==> src/rtl/alarm_bank_pkg.sv <==
// Shared definitions for the alarm bank: channel FSM encoding, BCD digit
// limits and the channel-index width helper.
package alarm_bank_pkg;

  typedef enum logic [1:0] {
    StIdle    = 2'd0,
    StRinging = 2'd1,
    StSnoozed = 2'd2
  } alarm_state_e;

  localparam logic [3:0] BcdDigitMax   = 4'd9;
  localparam logic [3:0] MinTensMax    = 4'd5;
  localparam logic [3:0] HrTensMax     = 4'd2;
  localparam logic [3:0] HrOnesMaxAt2x = 4'd3;  // hour ones limit when tens == 2

  // Channel index width; a single channel still needs a 1-bit select.
  function automatic int unsigned idx_width(int unsigned n);
    return (n > 1) ? $clog2(n) : 1;
  endfunction

  // True when hh:mm is a legal 24-hour BCD time.
  function automatic logic bcd_hm_valid(logic [3:0] hr_t, logic [3:0] hr_o,
                                        logic [3:0] min_t, logic [3:0] min_o);
    logic hr_ok;
    hr_ok = (hr_t < HrTensMax && hr_o <= BcdDigitMax) ||
            (hr_t == HrTensMax && hr_o <= HrOnesMaxAt2x);
    return hr_ok && (min_t <= MinTensMax) && (min_o <= BcdDigitMax);
  endfunction

endpackage

==> src/rtl/alarm_bank_channel.sv <==
// One alarm channel: stored BCD hh:mm, match edge detector, IDLE/RINGING/
// SNOOZED FSM with saturating ring and snooze second counters.
// Snooze support is built only when ALARM_BANK_SNOOZE_EN is defined.
module alarm_bank_channel import alarm_bank_pkg::*; #(
  parameter int unsigned RING_SEC   = 60,
  parameter int unsigned SNOOZE_MIN = 5
) (
  input  logic        clk_i,
  input  logic        rst_i,
  input  logic        tick_i,
  input  logic        sec_zero_i,
  input  logic [15:0] cur_hm_i,    // {hr_t, hr_o, min_t, min_o}
  input  logic        wr_i,        // validated write addressed to this channel
  input  logic [15:0] wr_hm_i,
  input  logic        arm_i,
  input  logic        stop_i,
  input  logic        snooze_i,
  output logic        ring_o
);

  localparam int unsigned RingCntW = (RING_SEC > 0) ? $clog2(RING_SEC + 1) : 1;
  localparam logic [RingCntW-1:0] RingLast = RingCntW'((RING_SEC > 0) ? RING_SEC - 1 : 0);

  alarm_state_e          state_q;
  logic [15:0]           stored_q;
  logic [RingCntW-1:0]   ring_cnt_q;
  logic                  match_q;
  logic                  ring_q;
  logic                  match;

`ifdef ALARM_BANK_SNOOZE_EN
  localparam int unsigned SnoozeTicks = SNOOZE_MIN * 60;
  localparam int unsigned SnzCntW = $clog2(SnoozeTicks + 1);
  localparam logic [SnzCntW-1:0] SnzLast = SnzCntW'(SnoozeTicks - 1);
  logic [SnzCntW-1:0] snz_cnt_q;
`else
  logic unused_snooze;
  assign unused_snooze = snooze_i;
`endif

  // Match is level-true for the whole 00 second; only its rising edge triggers.
  always_comb begin
    match = arm_i && sec_zero_i && (cur_hm_i == stored_q);
  end

  // Channel state, counters, stored time and registered ring output.
  always_ff @(posedge clk_i) begin
    if (rst_i) begin
      state_q    <= StIdle;
      stored_q   <= '0;
      ring_cnt_q <= '0;
      match_q    <= 1'b0;
      ring_q     <= 1'b0;
`ifdef ALARM_BANK_SNOOZE_EN
      snz_cnt_q  <= '0;
`endif
    end else begin
      match_q <= match;
      ring_q  <= (state_q == StRinging);
      if (wr_i) stored_q <= wr_hm_i;
      if (!arm_i || wr_i) begin
        state_q <= StIdle;
      end else begin
        case (state_q)
          StIdle: begin
            if (match && !match_q) begin
              state_q    <= StRinging;
              ring_cnt_q <= '0;
            end
          end
          StRinging: begin
            if (stop_i) begin
              state_q <= StIdle;
`ifdef ALARM_BANK_SNOOZE_EN
            end else if (snooze_i) begin
              state_q   <= StSnoozed;
              snz_cnt_q <= '0;
`endif
            end else if (tick_i && RING_SEC != 0) begin
              // Leave on the RING_SEC-th tick, so the counter never passes RingLast.
              if (ring_cnt_q == RingLast) state_q <= StIdle;
              else ring_cnt_q <= ring_cnt_q + 1'b1;
            end
          end
`ifdef ALARM_BANK_SNOOZE_EN
          StSnoozed: begin
            if (stop_i) begin
              state_q <= StIdle;
            end else if (tick_i) begin
              if (snz_cnt_q == SnzLast) begin
                state_q    <= StRinging;
                ring_cnt_q <= '0;
              end else begin
                snz_cnt_q <= snz_cnt_q + 1'b1;
              end
            end
          end
`endif
          default: state_q <= StIdle;
        endcase
      end
    end
  end

  assign ring_o = ring_q;

endmodule

==> src/rtl/alarm_bank.sv <==
// N-channel alarm engine: write validation/decode, per-channel alarm
// instances and the ring_any / lowest-index ring encoder.
// Optional snooze support: define ALARM_BANK_SNOOZE_EN.
module alarm_bank import alarm_bank_pkg::*; #(
  parameter int unsigned NUM_ALARMS = 3,
  parameter int unsigned RING_SEC   = 60,
  parameter int unsigned SNOOZE_MIN = 5,
  localparam int unsigned IDX_W     = idx_width(NUM_ALARMS)
) (
  input  logic                  clk_50MHz,
  input  logic                  reset,
  input  logic                  tick_1hz,
  input  logic [3:0]            cur_sec_t,
  input  logic [3:0]            cur_sec_o,
  input  logic [3:0]            cur_min_t,
  input  logic [3:0]            cur_min_o,
  input  logic [3:0]            cur_hr_t,
  input  logic [3:0]            cur_hr_o,
  input  logic                  wr_en,
  input  logic [IDX_W-1:0]      wr_sel,
  input  logic [3:0]            wr_min_t,
  input  logic [3:0]            wr_min_o,
  input  logic [3:0]            wr_hr_t,
  input  logic [3:0]            wr_hr_o,
  input  logic [NUM_ALARMS-1:0] arm,
  input  logic [NUM_ALARMS-1:0] stop,
  input  logic [NUM_ALARMS-1:0] snooze,
  output logic                  wr_err,
  output logic [NUM_ALARMS-1:0] ring,
  output logic                  ring_any,
  output logic [IDX_W-1:0]      ring_idx
);

  logic        wr_ok;
  logic        sec_zero;
  logic        wr_err_q;
  logic [15:0] cur_hm;
  logic [15:0] wr_hm;

  // Accept a write only for a legal time addressed to an existing channel.
  always_comb begin
    wr_ok    = wr_en && bcd_hm_valid(wr_hr_t, wr_hr_o, wr_min_t, wr_min_o) &&
               (32'(wr_sel) < NUM_ALARMS);
    sec_zero = (cur_sec_t == 4'd0) && (cur_sec_o == 4'd0);
    cur_hm   = {cur_hr_t, cur_hr_o, cur_min_t, cur_min_o};
    wr_hm    = {wr_hr_t, wr_hr_o, wr_min_t, wr_min_o};
  end

  // Rejected-write pulse, one cycle after the attempt.
  always_ff @(posedge clk_50MHz) begin
    if (reset) wr_err_q <= 1'b0;
    else       wr_err_q <= wr_en && !wr_ok;
  end

  assign wr_err = wr_err_q;

  for (genvar n = 0; n < NUM_ALARMS; n++) begin : g_ch
    alarm_bank_channel #(
      .RING_SEC   (RING_SEC),
      .SNOOZE_MIN (SNOOZE_MIN)
    ) u_ch (
      .clk_i      (clk_50MHz),
      .rst_i      (reset),
      .tick_i     (tick_1hz),
      .sec_zero_i (sec_zero),
      .cur_hm_i   (cur_hm),
      .wr_i       (wr_ok && (wr_sel == IDX_W'(n))),
      .wr_hm_i    (wr_hm),
      .arm_i      (arm[n]),
      .stop_i     (stop[n]),
      .snooze_i   (snooze[n]),
      .ring_o     (ring[n])
    );
  end

  // Lowest ringing channel wins; scan downward so the lowest index is written last.
  always_comb begin
    ring_idx = '0;
    ring_any = |ring;
    for (int i = NUM_ALARMS - 1; i >= 0; i--) begin
      if (ring[i]) ring_idx = IDX_W'(i);
    end
  end

endmodule

==> config.mk <==
export PLATFORM = sky130hd
export DESIGN_NAME = alarm_bank
export DESIGN_NICKNAME = d
export VERILOG_FILES = /design/src/rtl/alarm_bank_pkg.sv /design/src/rtl/alarm_bank_channel.sv /design/src/rtl/alarm_bank.sv
export SDC_FILE = /design/constraint.sdc
export NUM_CORES = 1
export LEC_CHECK = 0
export ABC_AREA = 1
export BUFFER_PORTS_ARGS = -buffer_cell sky130_fd_sc_hd__buf_2
export CAP_MARGIN = 20
export CORE_ASPECT_RATIO = 2
export CORE_MARGIN = 4
export CORE_UTILIZATION = 45
export DETAILED_ROUTE_END_ITERATION = 16
export GPL_TIMING_DRIVEN = 0
export PLACE_DENSITY_LB_ADDON = 0.08
export SKIP_CTS_REPAIR_TIMING = 1
export SYNTH_ARGS = -nofsm -noshare
export SYNTH_HDL_FRONTEND = slang
export SYNTH_SLANG_ARGS = --single-unit
==> constraint.sdc <==
create_clock -name clk_50MHz -period 1.75 [get_ports clk_50MHz]
set_input_delay 0.0875 -clock clk_50MHz [delete_from_list [all_inputs] [get_ports clk_50MHz]]
set_output_delay 0.0875 -clock clk_50MHz [all_outputs]
set_load 0.01 [all_outputs]
==> impl_summary.md <==
Global routing
The global-route usage over all layers is 0.252. Entering global routing, the biggest net connects 14 pins. The number of global-route vias before repair is 4254. The number of antenna violations at the first check in global routing is 0. The global route total overflow is 0.

The first-pass GRT wire length is 21.5 mm.

Setup path
The endpoint identified for the worst register-to-register timing path is g_ch[0].u_ch.ring_cnt_q[5]. Of all nets on the critical path, the largest fanout is 6. STA classifies the critical path startpoint as a flip-flop. The critical path in this run is classified as reg2reg. Counting cells, the worst reg-to-reg path comes to 11. The worst setup path is captured at a flip-flop.

The reg2reg setup slack is 0.12 ns. At the worst endpoint, the arrival time is 1.83 ns. The required time at the endpoint of the critical path is 1.96 ns.

The worst register-to-register path begins at g_ch[0].u_ch.stored_q[10].

Synth
The number of storage elements in the synthesis netlist is 76. During synthesis, Yosys emitted a total of 0 warnings. The per-instance average area after synthesis is 6.71 µm². The dominant combinational cell family by area after synthesis is simple AND/OR/NAND/NOR gates.

The compound-cell area share of the yosys netlist is 0.140. The summed instance area of the synthesized netlist is 0.00427 mm². Synthesis produced a netlist with a net count of 694. Of the total synthesized cell area, the portion taken by full adders, half adders and majority gates is 0.00880.

In this run, synthesis inferred 0 flip-flops with an integrated enable. Of the synthesized area, sequential elements account for 0.356. The most used flip-flop cell after synthesis is dfxtp_1.

The portion of synthesized area spent on multiplexers is 0. Counting flops with an async set or reset pin after synthesis yields a share of 0. Of the total synthesized cell area, the portion taken by XOR and XNOR cells is 0.0390.

The number of different library cells in the post-synthesis netlist is 42. The number of instances in the synthesized netlist is 636. Of the total synthesized cell area, the portion taken by AND, OR, NAND and NOR gates is 0.354.

Floorplan
The number of placement rows is 50. The count of boundary I/O pins is 62. The width of the die is 76.9 µm. The total area inside the core boundary comes to 0.00932 mm².

The die height is 146 µm. For this configuration, the core starts out at a cell density of 0.458. The total die area is 0.0112 mm².

Detailed routing
In this run the remaining antenna-violating nets after routing total 0. The final layout contains routed wiring with a total length of 13.9 mm. The number of vias per cell after detailed routing is 5.33.

Summed over all nets, wire length on met2 after detailed routing comes to 7.68 mm. Routed signal wires occupy layers up through met4. After detailed routing, the average wire length per cell comes to 17.1 µm. The detailed-route DRC error count is 0. After detailed routing, the wire length on met1 is 4.87 mm. The initial detailed-routing violation count is 247. Across all layers, the routed design uses 4342 vias. The first-pass iteration count of the detailed router is 5.

The routed length on met3 is 543 µm.

Clock network
The number of buffers inserted during clock tree synthesis is 9. The total number of clock tree sinks is 76. Clock latency on the worst-skew pair, taken at its later pin, is 0.34 ns. The post-CTS clock slew at the launch and capture registers of the worst setup and hold paths is 0.06 ns.

The clock root buffer master is clkbuf_16. The clock tree synthesis step divided the H-tree into 3 levels. The CTS tree is built.

The clock passes through at most 2 buffers.

Min path
The source of the worst hold timing path is wr_en. The path with the worst hold slack has its endpoint at wr_err. The tightest min-delay check is of the in2reg type. The worst hold path was traced through 3 stages.

Placed design
The number of port buffers is 57. Before CTS, the worst setup slack after placement is 0.0306 ns. Routability-driven placement finished with a final weighted congestion of 0.979. Detailed placement finished with a half-perimeter wire length of 11.1 mm.

STA
Counting I/O delays and the setup requirement, the final critical path takes 1.63 ns. The setup slack after layout is 0.123 ns. The summed negative setup slack over all endpoints is 0 ns.

The transition time of the tightest slew-check pin is 0.672 ns. Headroom to the max-slew limit came out at 0.552. Setup repair after global routing left no endpoint under its margin. The number of failing setup endpoints in the final timing report is 0.

The number of failing hold endpoints at the final stage is 1. The number of slew-limit violations in the final report came to 0. The maximum clock frequency is 615 MHz. Of the available clock period, the critical path in the final layout requires 0.930. The worst hold margin is -0.00963 ns.

The final worst clock skew is 0.00974 ns.

Layout
The layout has 944 filler cells. In the final layout, the share of cells above drive strength 1 is 0.189. Summing all multi-input logic gate instances after layout gives 0.00232 mm². The most common cell after layout, fill and taps aside is nand2_1. The area overhead of the layout relative to synthesis is 17.1%. The antenna cell count is 0. The number of nets in the layout is 763.

The area taken by flip-flops and latches is 0.00152 mm². The library cells used most frequently in the layout, excluding fill and tap cells, are nand2_1, nor2_1, dfxtp_1.

Power and ir drop
IR analysis of the VDD net gives a maximum drop of 475 µV. The static leakage power is 2.09 nW. Dividing total power by cell area gives a power density of 794 mW/mm².

Status
The run finished, with violations left. The checks that failed: negative hold slack.

Run
The number of max-capacitance violations reported is 0.
-- cell families (layout without fill, tap and decap cells) --
family,count (synthesis),in the layout
fa+ha+maj,3,3
simple gates,327,327
compound gates,106,106
flops,76,76
xor+xnor,19,19
buf+inv,105,179
-- cell usage after synthesis (3+ instances only) --
master / count / area, µm²
nand4_1: 18 / 113
xnor2_1: 9 / 78.8
inv_2: 16 / 60.1
dfxtp_1: 76 / 1520
ha_1: 3 / 37.5
nor2_4: 4 / 45.0
buf_4: 3 / 22.5
nand4_4: 3 / 63.8
inv_1: 71 / 267
clkbuf_1: 4 / 15.0
xor2_1: 10 / 87.6
nor2_1: 80 / 300
a21oi_2: 4 / 35.0
a21oi_1: 47 / 235
o21ai_0: 39 / 195
nor2_2: 4 / 25.0
a211oi_1: 4 / 30.0
nand2_1: 152 / 571
o21ai_1: 3 / 15.0
nand2_4: 3 / 33.8
nor3_1: 14 / 70.1
buf_2: 4 / 20.0
nand2_2: 6 / 37.5
nand3_1: 32 / 160
-- through the flow --
stage	std cells	total power, mW	hold slack [ns]	utilization	cell area, µm²
floorplan	636	1.97	0.215	-	4270
global placement	797	2.13	0.331	0.502	4680
detailed placement	797	2.14	0.333	0.502	4680
CTS	813	3.99	-0.0320	0.534	4980
global route	814	4.09	0.00362	0.536	5000
finish	814	3.97	-0.00963	0.536	5000
-- worst max-delay path by stage --
stage | start | end | slack, ns | depth (start not counted)
5_1_grt | g_ch[0].u_ch.stored_q[4] | g_ch[0].u_ch.ring_cnt_q[0] | 0.005 | 8
2_1_floorplan | g_ch[2].u_ch.ring_cnt_q[0] | g_ch[2].u_ch.ring_cnt_q[2] | 0.45 | 7
6_report | g_ch[0].u_ch.stored_q[10] | g_ch[0].u_ch.ring_cnt_q[5] | 0.12 | 11
3_3_place_gp | g_ch[0].u_ch.stored_q[10] | g_ch[0].u_ch.ring_cnt_q[0] | 0.03 | 11
4_1_cts | g_ch[0].u_ch.stored_q[10] | g_ch[0].u_ch.ring_cnt_q[0] | 0.02 | 11
3_5_place_dp | g_ch[0].u_ch.stored_q[10] | g_ch[0].u_ch.ring_cnt_q[0] | 0.03 | 11
-- routing by layer --
layer  global-route usage  vias up
met5                    0        -
met4                0.155        0
met3               0.0372       36
met2                0.485      124
met1                0.243     1998
li1                     -     2184
-- sequential cells by signal, indices dropped and copies added, names as in the netlist --
register              count
g_ch.u_ch.state_q         3
g_ch.u_ch.ring_o          3
g_ch.u_ch.stored_q       48
g_ch.u_ch.ring_cnt_q     18
wr_err                    1
g_ch.u_ch.match_q         3
-- final cells by class --
| cell class | count | area share |
|---|---|---|
| buffer | 17 | 0.0203 |
| clock buffer | 10 | 0.0458 |
| clock inverter | 6 | 0.0130 |
| inverter | 88 | 0.0663 |
| multi-input combinational | 455 | 0.465 |
| sequential | 76 | 0.304 |
| tap | 104 | 0.0260 |
| timing repair buffer | 58 | 0.0591 |
-- critical path, cell delays in order (launching register included) --
cell and delay, ns:
dfxtp_1 0.32, inv_1 0.06, nand2_2 0.10, nand2_1 0.08, nor2_2 0.16, nand2_1 0.07
nor2_1 0.11, nand4_1 0.17, nand2_2 0.17, nand2_2 0.11, nand2_1 0.08, a21oi_1 0.05
-- power breakdown --
part / leakage [nW] / total (mW) / switching, mW / internal, mW
logic: 1.34 / 0.366 / 0.246 / 0.120
registers: 0.612 / 1.74 / 0.00201 / 1.73
clock network: 0.142 / 1.87 / 0.761 / 1.10
Power figures use the tool's default switching activity.
